[src/rtl/encout_pkg.sv]
// Shared types and constants for the encoder-output APB register slave.
// Offsets are byte offsets from BASE_ADDR_DEF.
package encout_pkg;

    typedef enum logic {
        IDLE   = 1'b0,
        ACCESS = 1'b1
    } state_e;

    localparam logic [31:0] BASE_ADDR_DEF = 32'h0091_C100;

    localparam logic [31:0] OFF_CTL    = 32'h0000_0000;
    localparam logic [31:0] OFF_STR    = 32'h0000_0004;
    localparam logic [31:0] OFF_POSMAX = 32'h0000_0008;
    localparam logic [31:0] OFF_OUTCNT = 32'h0000_000C;
    localparam logic [31:0] OFF_VER    = 32'h0000_0014;

    // Only the version register is read-only by default.
    localparam logic [5:0] RO_MASK_DEF = 6'(32'd1 << (OFF_VER >> 2));

    localparam int unsigned CNT_W = 4;

    function automatic int unsigned idx_width(input int unsigned n);
        return (n > 1) ? $clog2(n) : 1;
    endfunction

endpackage

[src/rtl/encout_apb_slv_if.sv]
// APB3 request/response bundle between a bus master and the encout register slave.
interface encout_apb_slv_if #(
    parameter int unsigned ADDR_W = 32,
    parameter int unsigned DATA_W = 32
);
    logic [ADDR_W-1:0] i_paddr;
    logic              i_psel;
    logic              i_penable;
    logic              i_pwrite;
    logic [DATA_W-1:0] i_pwdata;
    logic              o_pready;
    logic              o_pslverr;
    logic [DATA_W-1:0] o_prdata;

    modport master (
        output i_paddr, i_psel, i_penable, i_pwrite, i_pwdata,
        input  o_pready, o_pslverr, o_prdata
    );

    modport slave (
        input  i_paddr, i_psel, i_penable, i_pwrite, i_pwdata,
        output o_pready, o_pslverr, o_prdata
    );
endinterface

[src/rtl/encout_apb_dec.sv]
// Combinational address decode: word index relative to BASE_ADDR and a hit flag
// that rejects misaligned, out-of-range and below-base addresses.
module encout_apb_dec
    import encout_pkg::*;
#(
    parameter int unsigned       ADDR_W    = 32,
    parameter int unsigned       N_REG     = 6,
    parameter int unsigned       IDX_W     = 3,
    parameter logic [ADDR_W-1:0] BASE_ADDR = ADDR_W'(BASE_ADDR_DEF)
) (
    input  logic [ADDR_W-1:0] paddr_i,
    output logic              hit_o,
    output logic [IDX_W-1:0]  idx_o
);
    logic [ADDR_W-1:0] offset;
    logic [ADDR_W-1:0] word;
    logic              below;

    always_comb begin
        // The subtraction wraps for addresses under the base; catch that explicitly.
        below  = paddr_i < BASE_ADDR;
        offset = paddr_i - BASE_ADDR;
        word   = offset >> 2;
        hit_o  = ~below && (offset[1:0] == 2'b00) && (word < ADDR_W'(N_REG));
        idx_o  = word[IDX_W-1:0];
    end
endmodule

[src/rtl/encout_apb_slv.sv]
// APB3 slave front-end for the encoder-output register block: decodes word registers,
// inserts WAIT_CYC wait states and issues one-hot read/write strobes.
module encout_apb_slv
    import encout_pkg::*;
#(
    parameter int unsigned       ADDR_W    = 32,
    parameter int unsigned       DATA_W    = 32,
    parameter int unsigned       N_REG     = 6,
    parameter logic [ADDR_W-1:0] BASE_ADDR = ADDR_W'(BASE_ADDR_DEF),
    parameter int unsigned       WAIT_CYC  = 0,
    parameter logic [N_REG-1:0]  RO_MASK   = N_REG'(RO_MASK_DEF)
) (
    input  logic              i_clk,
    input  logic              i_presetn,
    encout_apb_slv_if.slave   apb,
    output logic [N_REG-1:0]  o_we,
    output logic [N_REG-1:0]  o_re,
    output logic [DATA_W-1:0] o_wdata,
    input  logic [DATA_W-1:0] i_rdata
);
    localparam int unsigned      IDX_W   = idx_width(N_REG);
    localparam logic [CNT_W-1:0] WAIT_LD = CNT_W'(WAIT_CYC);

    state_e            state_q, state_d;
    logic [CNT_W-1:0]  cnt_q, cnt_d;
    logic              write_q, hit_q;
    logic [IDX_W-1:0]  idx_q;
    logic [DATA_W-1:0] prdata_q, prdata_d;

    logic              dec_hit;
    logic [IDX_W-1:0]  dec_idx;
    logic              setup, load;

    encout_apb_dec #(
        .ADDR_W    (ADDR_W),
        .N_REG     (N_REG),
        .IDX_W     (IDX_W),
        .BASE_ADDR (BASE_ADDR)
    ) u_dec (
        .paddr_i (apb.i_paddr),
        .hit_o   (dec_hit),
        .idx_o   (dec_idx)
    );

    assign setup   = apb.i_psel & ~apb.i_penable;
    assign o_wdata = apb.i_pwdata;

    always_ff @(posedge i_clk or negedge i_presetn) begin
        if (!i_presetn) begin
            state_q  <= IDLE;
            cnt_q    <= '0;
            write_q  <= 1'b0;
            hit_q    <= 1'b0;
            idx_q    <= '0;
            prdata_q <= '0;
        end else begin
            state_q  <= state_d;
            cnt_q    <= cnt_d;
            prdata_q <= prdata_d;
            if (load) begin
                write_q <= apb.i_pwrite;
                hit_q   <= dec_hit;
                idx_q   <= dec_idx;
            end
        end
    end

    always_comb begin
        state_d       = state_q;
        cnt_d         = cnt_q;
        prdata_d      = prdata_q;
        load          = 1'b0;
        apb.o_pready  = 1'b1;
        apb.o_pslverr = 1'b0;
        apb.o_prdata  = prdata_q;
        o_we          = '0;
        o_re          = '0;

        case (state_q)
            IDLE: begin
                if (setup) begin
                    load    = 1'b1;
                    cnt_d   = WAIT_LD;
                    state_d = ACCESS;
                end
            end
            ACCESS: begin
                apb.o_pready = (cnt_q == '0);
                if (!apb.i_psel) begin
                    // Master abandoned the transfer: no strobes, no error.
                    state_d = IDLE;
                    cnt_d   = '0;
                end else begin
                    // The counter still holds its load value only in the first access cycle.
                    if (cnt_q == WAIT_LD && hit_q && !write_q) begin
                        o_re[idx_q] = 1'b1;
                    end
                    if (cnt_q != '0) begin
                        cnt_d = cnt_q - CNT_W'(1);
                    end else begin
                        state_d       = IDLE;
                        apb.o_pslverr = hit_q ? (write_q & RO_MASK[idx_q]) : 1'b1;
                        if (hit_q && write_q && !RO_MASK[idx_q]) begin
                            o_we[idx_q] = 1'b1;
                        end
                        if (!write_q) begin
                            // Bypass so the completion beat already carries the read data.
                            prdata_d     = hit_q ? i_rdata : '0;
                            apb.o_prdata = prdata_d;
                        end
                    end
                end
            end
            default: state_d = IDLE;
        endcase
    end
endmodule

[src/flat_wrapper.sv]
// flat-port wrapper written by rule: the top's interface ports become plain ports
module encout_apb_slv_flat import encout_pkg::*;
#(
    parameter int unsigned       ADDR_W    = 32,
    parameter int unsigned       DATA_W    = 32,
    parameter int unsigned       N_REG     = 6,
    parameter logic [ADDR_W-1:0] BASE_ADDR = ADDR_W'(BASE_ADDR_DEF),
    parameter int unsigned       WAIT_CYC  = 0,
    parameter logic [N_REG-1:0]  RO_MASK   = N_REG'(RO_MASK_DEF)
)
  (i_clk, i_presetn, o_we, o_re, o_wdata, i_rdata, apb_i_paddr, apb_i_psel, apb_i_penable, apb_i_pwrite, apb_i_pwdata, apb_o_pready, apb_o_pslverr, apb_o_prdata);
  encout_apb_slv_if #(.ADDR_W(ADDR_W), .DATA_W(DATA_W)) apb_i ();
  input  logic i_clk;
  input  logic i_presetn;
  output logic [N_REG-1:0] o_we;
  output logic [N_REG-1:0] o_re;
  output logic [DATA_W-1:0] o_wdata;
  input  logic [DATA_W-1:0] i_rdata;
  input wire logic [$bits(apb_i.i_paddr)-1:0] apb_i_paddr;
  input wire logic [$bits(apb_i.i_psel)-1:0] apb_i_psel;
  input wire logic [$bits(apb_i.i_penable)-1:0] apb_i_penable;
  input wire logic [$bits(apb_i.i_pwrite)-1:0] apb_i_pwrite;
  input wire logic [$bits(apb_i.i_pwdata)-1:0] apb_i_pwdata;
  output wire logic [$bits(apb_i.o_pready)-1:0] apb_o_pready;
  output wire logic [$bits(apb_i.o_pslverr)-1:0] apb_o_pslverr;
  output wire logic [$bits(apb_i.o_prdata)-1:0] apb_o_prdata;
  assign apb_i.i_paddr = apb_i_paddr;
  assign apb_i.i_psel = apb_i_psel;
  assign apb_i.i_penable = apb_i_penable;
  assign apb_i.i_pwrite = apb_i_pwrite;
  assign apb_i.i_pwdata = apb_i_pwdata;
  assign apb_o_pready = apb_i.o_pready;
  assign apb_o_pslverr = apb_i.o_pslverr;
  assign apb_o_prdata = apb_i.o_prdata;
  encout_apb_slv #(.ADDR_W(ADDR_W), .DATA_W(DATA_W), .N_REG(N_REG), .BASE_ADDR(BASE_ADDR), .WAIT_CYC(WAIT_CYC), .RO_MASK(RO_MASK)) u_core (.i_clk(i_clk), .i_presetn(i_presetn), .apb(apb_i), .o_we(o_we), .o_re(o_re), .o_wdata(o_wdata), .i_rdata(i_rdata));
endmodule
[config.mk]
export PLATFORM = sky130hd
export DESIGN_NAME = encout_apb_slv_flat
export DESIGN_NICKNAME = d
export VERILOG_FILES = /design/src/rtl/encout_pkg.sv /design/src/rtl/encout_apb_slv_if.sv /design/src/rtl/encout_apb_dec.sv /design/src/rtl/encout_apb_slv.sv /design/src/flat_wrapper.sv
export SDC_FILE = /design/constraint.sdc
export NUM_CORES = 1
export LEC_CHECK = 0
export CORE_MARGIN = 2
export CORE_UTILIZATION = 25
export CTS_CLUSTER_SIZE = 28
export DETAILED_ROUTE_END_ITERATION = 10
export GPL_ROUTABILITY_DRIVEN = 0
export PLACE_DENSITY = 0.6
export SLEW_MARGIN = 40
export SYNTH_ARGS = -nofsm -noshare
export SYNTH_HDL_FRONTEND = slang
export SYNTH_HIERARCHICAL = 1
export SYNTH_SLANG_ARGS = --single-unit
[constraint.sdc]
create_clock -name i_clk -period 2.7 [get_ports i_clk]
set_input_delay 0.54 -clock i_clk [delete_from_list [all_inputs] [get_ports i_clk]]
set_output_delay 0.54 -clock i_clk [all_outputs]
set_load 0.02 [all_outputs]
==> impl_metrics.py <==
metrics = {
    "setup_path": {
        "critPathLaunchType": "flip-flop",
        "rrSetupSlack_ps": 450,
        "r2r_start": "u_core/cnt_q[0]$_DFFE_PN0P_",
        "path_max_fanout": 5,
        "critPathRequiredTime_ps": 2160,
        "crit_type": "flip-flop to primary output",
        "timing.rr.end": "u_core/prdata_q[12]$_DFF_PN0_",
        "r2r_cells": 11,
        "arrival_ps": 2320,
        "end_kind": "primary output",
    },
    "global_route": {
        "grt_pass1_wl_um": 11840,
        "grt_pass1_vias": 2480,
        "grtUsageTotal": 0.1313,
        "antenna_found_initial": 0,
        "grt-ovfl-total": 0,
        "grt_max_degree": 43,
    },
    "clocking": {
        "cts_max_level": 2,
        "clk_latency_ps": 290,
        "cts_made_buffers": 5,
        "holdBufCountCts": 0,
        "cts_max_path_buffers": 2,
        "clock_sinks": 42,
        "cts_tree": "done",
        "cts_root_buffer": "clkbuf_8",
        "clkSlewWorstSetupHoldPaths_ps": 80,
    },
    "synth": {
        "syn_nets": 370,
        "syn_area_mm2": 0.002585,
        "synthMuxAreaShare": 0.1534,
        "postSynthAreaPerCell_um2": 9.682,
        "synthAdderAreaFrac": 0.009681,
        "synthSimpleGateAreaFrac": 0.1699,
        "synth_compound_area_frac": 0.07212,
        "ys_ff_latch": 42,
        "synth-xor-area-share": 0.006776,
        "synth_cells": 267,
        "yosysWarnings": 6,
        "synth_top_family_by_area": "buffers and inverters",
        "ys_seq_area_frac": 0.4066,
        "ys_types": 49,
    },
    "cells_and_area": {
        "final_common_cell": "clkdlybuf4s50_1",
        "drive_gt1_frac": 0.4088,
        "area_growth_syn_to_layout_pct": 81.95,
        "finalNonFillerCells": 547,
        "antennaDiodeCount": 0,
        "mostFrequentLayoutCells": "clkdlybuf4s50_1 (67), buf_4 (60), dfrtp_1 (42), buf_6 (35), nand2_1 (35)",
        "utilization": 0.4618,
        "fin_nets": 513,
    },
    "floorplanning": {
        "die_h_um": 105.7,
        "row_count": 37,
        "core_mm2": 0.01018,
        "die_w_um": 105.7,
        "io_pins": 179,
        "die-area_mm2": 0.01117,
        "start_util": 0.2538,
    },
    "timing": {
        "fin_setup_tns_ps": -2713,
        "slew_headroom": 0.6378,
        "period_minus_slack_ps": 2856,
        "tightest_slew_ps": 543.2,
        "final-setup-viol-count": 35,
        "rsz0062_at_grt": "true",
        "hold_viol_final": 0,
        "finClkSkew_ps": 2.854,
        "fmax_ghz": 0.3501,
        "maxSlewViolCount": 0,
        "worst_slack_ps": -156.4,
        "min_period_over_period": 1.058,
    },
    "pwr": {
        "power.density_mw_per_mm2": 404.0,
        "finalPower_mw": 1.900,
        "leakage_nw": 1.951,
        "peakVddDrop_mv": 0.2651,
    },
    "route": {
        "drtPass1Iterations": 6,
        "avgViaCountPerCell": 4.316,
        "avgRoutedWirePerCell_um": 14.12,
        "wl_um": 7725,
        "drcViolationCount": 0,
        "num_vias": 2361,
        "initialDrtViolationCount": 44,
        "ant_nets": 0,
    },
    "placement": {
        "dp_slack_ps": -506.9,
        "dp_hpwl_um": 5003,
        "numPortBuffers": 113,
        "dp.cells": 500,
    },
    "min_path": {
        "hold_class": "input port to async pin",
    },
    "outcome": {
        "violations": "setup timing",
        "status": "complete, but fails checks",
    },
    "flow_run": {
        "cap_violations": 0,
    },
}
## where the power goes
group | internal, mW | total, mW | switching [mW]
clock | 0.276 | 0.501 | 0.224
combinational | 0.393 | 0.673 | 0.280
sequential | 0.692 | 0.727 | 0.0347
## state kept, by name, indices dropped and copies added, names as in the netlist
| register | count |
|---|---|
| u_core/prdata_q | 32 |
| u_core/cnt_q | 4 |
| u_core/hit_q | 1 |
| u_core/write_q | 1 |
| u_core/idx_q | 3 |
| u_core/state_q | 1 |
## per-stage QoR
step	hold slack (ps)	area [um2]
floorplan	244.4	2585
global placement	508.3	3779
detailed placement	512.0	3781
CTS	242.3	4431
global route	260.6	4703
finish	234.9	4703
## synthesized netlist by cell type, drive strengths merged
cell      n  area share
a221oi    1      0.0034
nor2      7       0.010
and3b     2      0.0068
nand2b    5       0.012
mux2i    34        0.13
o211ai    1      0.0029
nand3     3      0.0058
xnor2     1      0.0034
o31ai     2      0.0058
o2111a    1      0.0044
a211o     2      0.0073
a211oi    2      0.0058
or3b      1      0.0044
nor2b     2      0.0048
nand2    35       0.051
o2111ai   2       0.014
xor2      1      0.0034
or2       2      0.0048
nor4      6       0.017
nor4b     1      0.0034
inv      36       0.052
o22ai     1      0.0024
or3       2      0.0068
nor3b     2      0.0077
a22o      3       0.011
a21oi     2      0.0039
conb      1      0.0015
and4b     1      0.0039
buf      39        0.12
or4       2      0.0073
clkbuf    4      0.0058
o21ai     3      0.0058
o21a      1      0.0029
dfrtp    42        0.41
ha        2      0.0097
a311oi    1      0.0034
nor3      8       0.022
mux2      5       0.022
and2      1      0.0024
## cell families (layout without fill, tap and decap cells)
kind of cell,count (synthesis),after routing
AOI/OAI and AO/OA,22,22
xor gates and xnor gates,2,2
adders and majority gates,2,2
buffers and inverters,79,223
DFF,42,42
muxes,39,39
other,1,1
and+or+nand+nor,80,80
## critical path, stage by stage (launching register included)
cell and delay [ps]:
dfrtp_1 400, inv_2 90, ha_4 140, or3b_4 410
nor3_4 160, buf_12 170, buf_8 120, buf_16 130
mux2i_2 230, buf_4 180
## timing repair
| item | in CTS | in global routing |
|---|---|---|
| cloned | 3 | 1 |
| endpoints found under the setup margin | 45 | 39 |
| endpoints found under the hold margin | 0 | 0 |
| gates resized for setup | 260 | 50 |
| setup buffers | 24 | 12 |
| pin swaps | 1 | 1 |
## routing by layer
layer,GRT usage,vias up,wire length (um)
li1,-,1149,-
met1,0.1535,1108,3048
met2,0.2332,86,4025
met3,0.02783,18,494
met4,0.05263,0,157
met5,0,-,0
## area by class of cell
type                       instances  area, um2
clock inverter                     2      37.54
tap                              136      170.2
timing repair buffer             179       1755
inverter                          36      135.1
clock buffer                       6      72.57
fill                             964       5482
sequential                        42       1051
multi-input combinational        146       1481
## worst max path at each step
stage	startpoint	endpoint	slack (ps)	cells past startpoint
3_3_place_gp	apb_i_psel	apb_o_prdata[0]	-490	6
3_5_place_dp	apb_i_psel	apb_o_prdata[0]	-510	6
4_1_cts	u_core/cnt_q[0]$_DFFE_PN0P_	apb_o_prdata[7]	-190	9
6_report	u_core/cnt_q[0]$_DFFE_PN0P_	apb_o_prdata[16]	-160	9
2_1_floorplan	u_core/cnt_q[0]$_DFFE_PN0P_	apb_o_prdata[10]	110	6
5_1_grt	u_core/cnt_q[0]$_DFFE_PN0P_	apb_o_prdata[16]	-240	9
(Power assumes the default switching activity.)
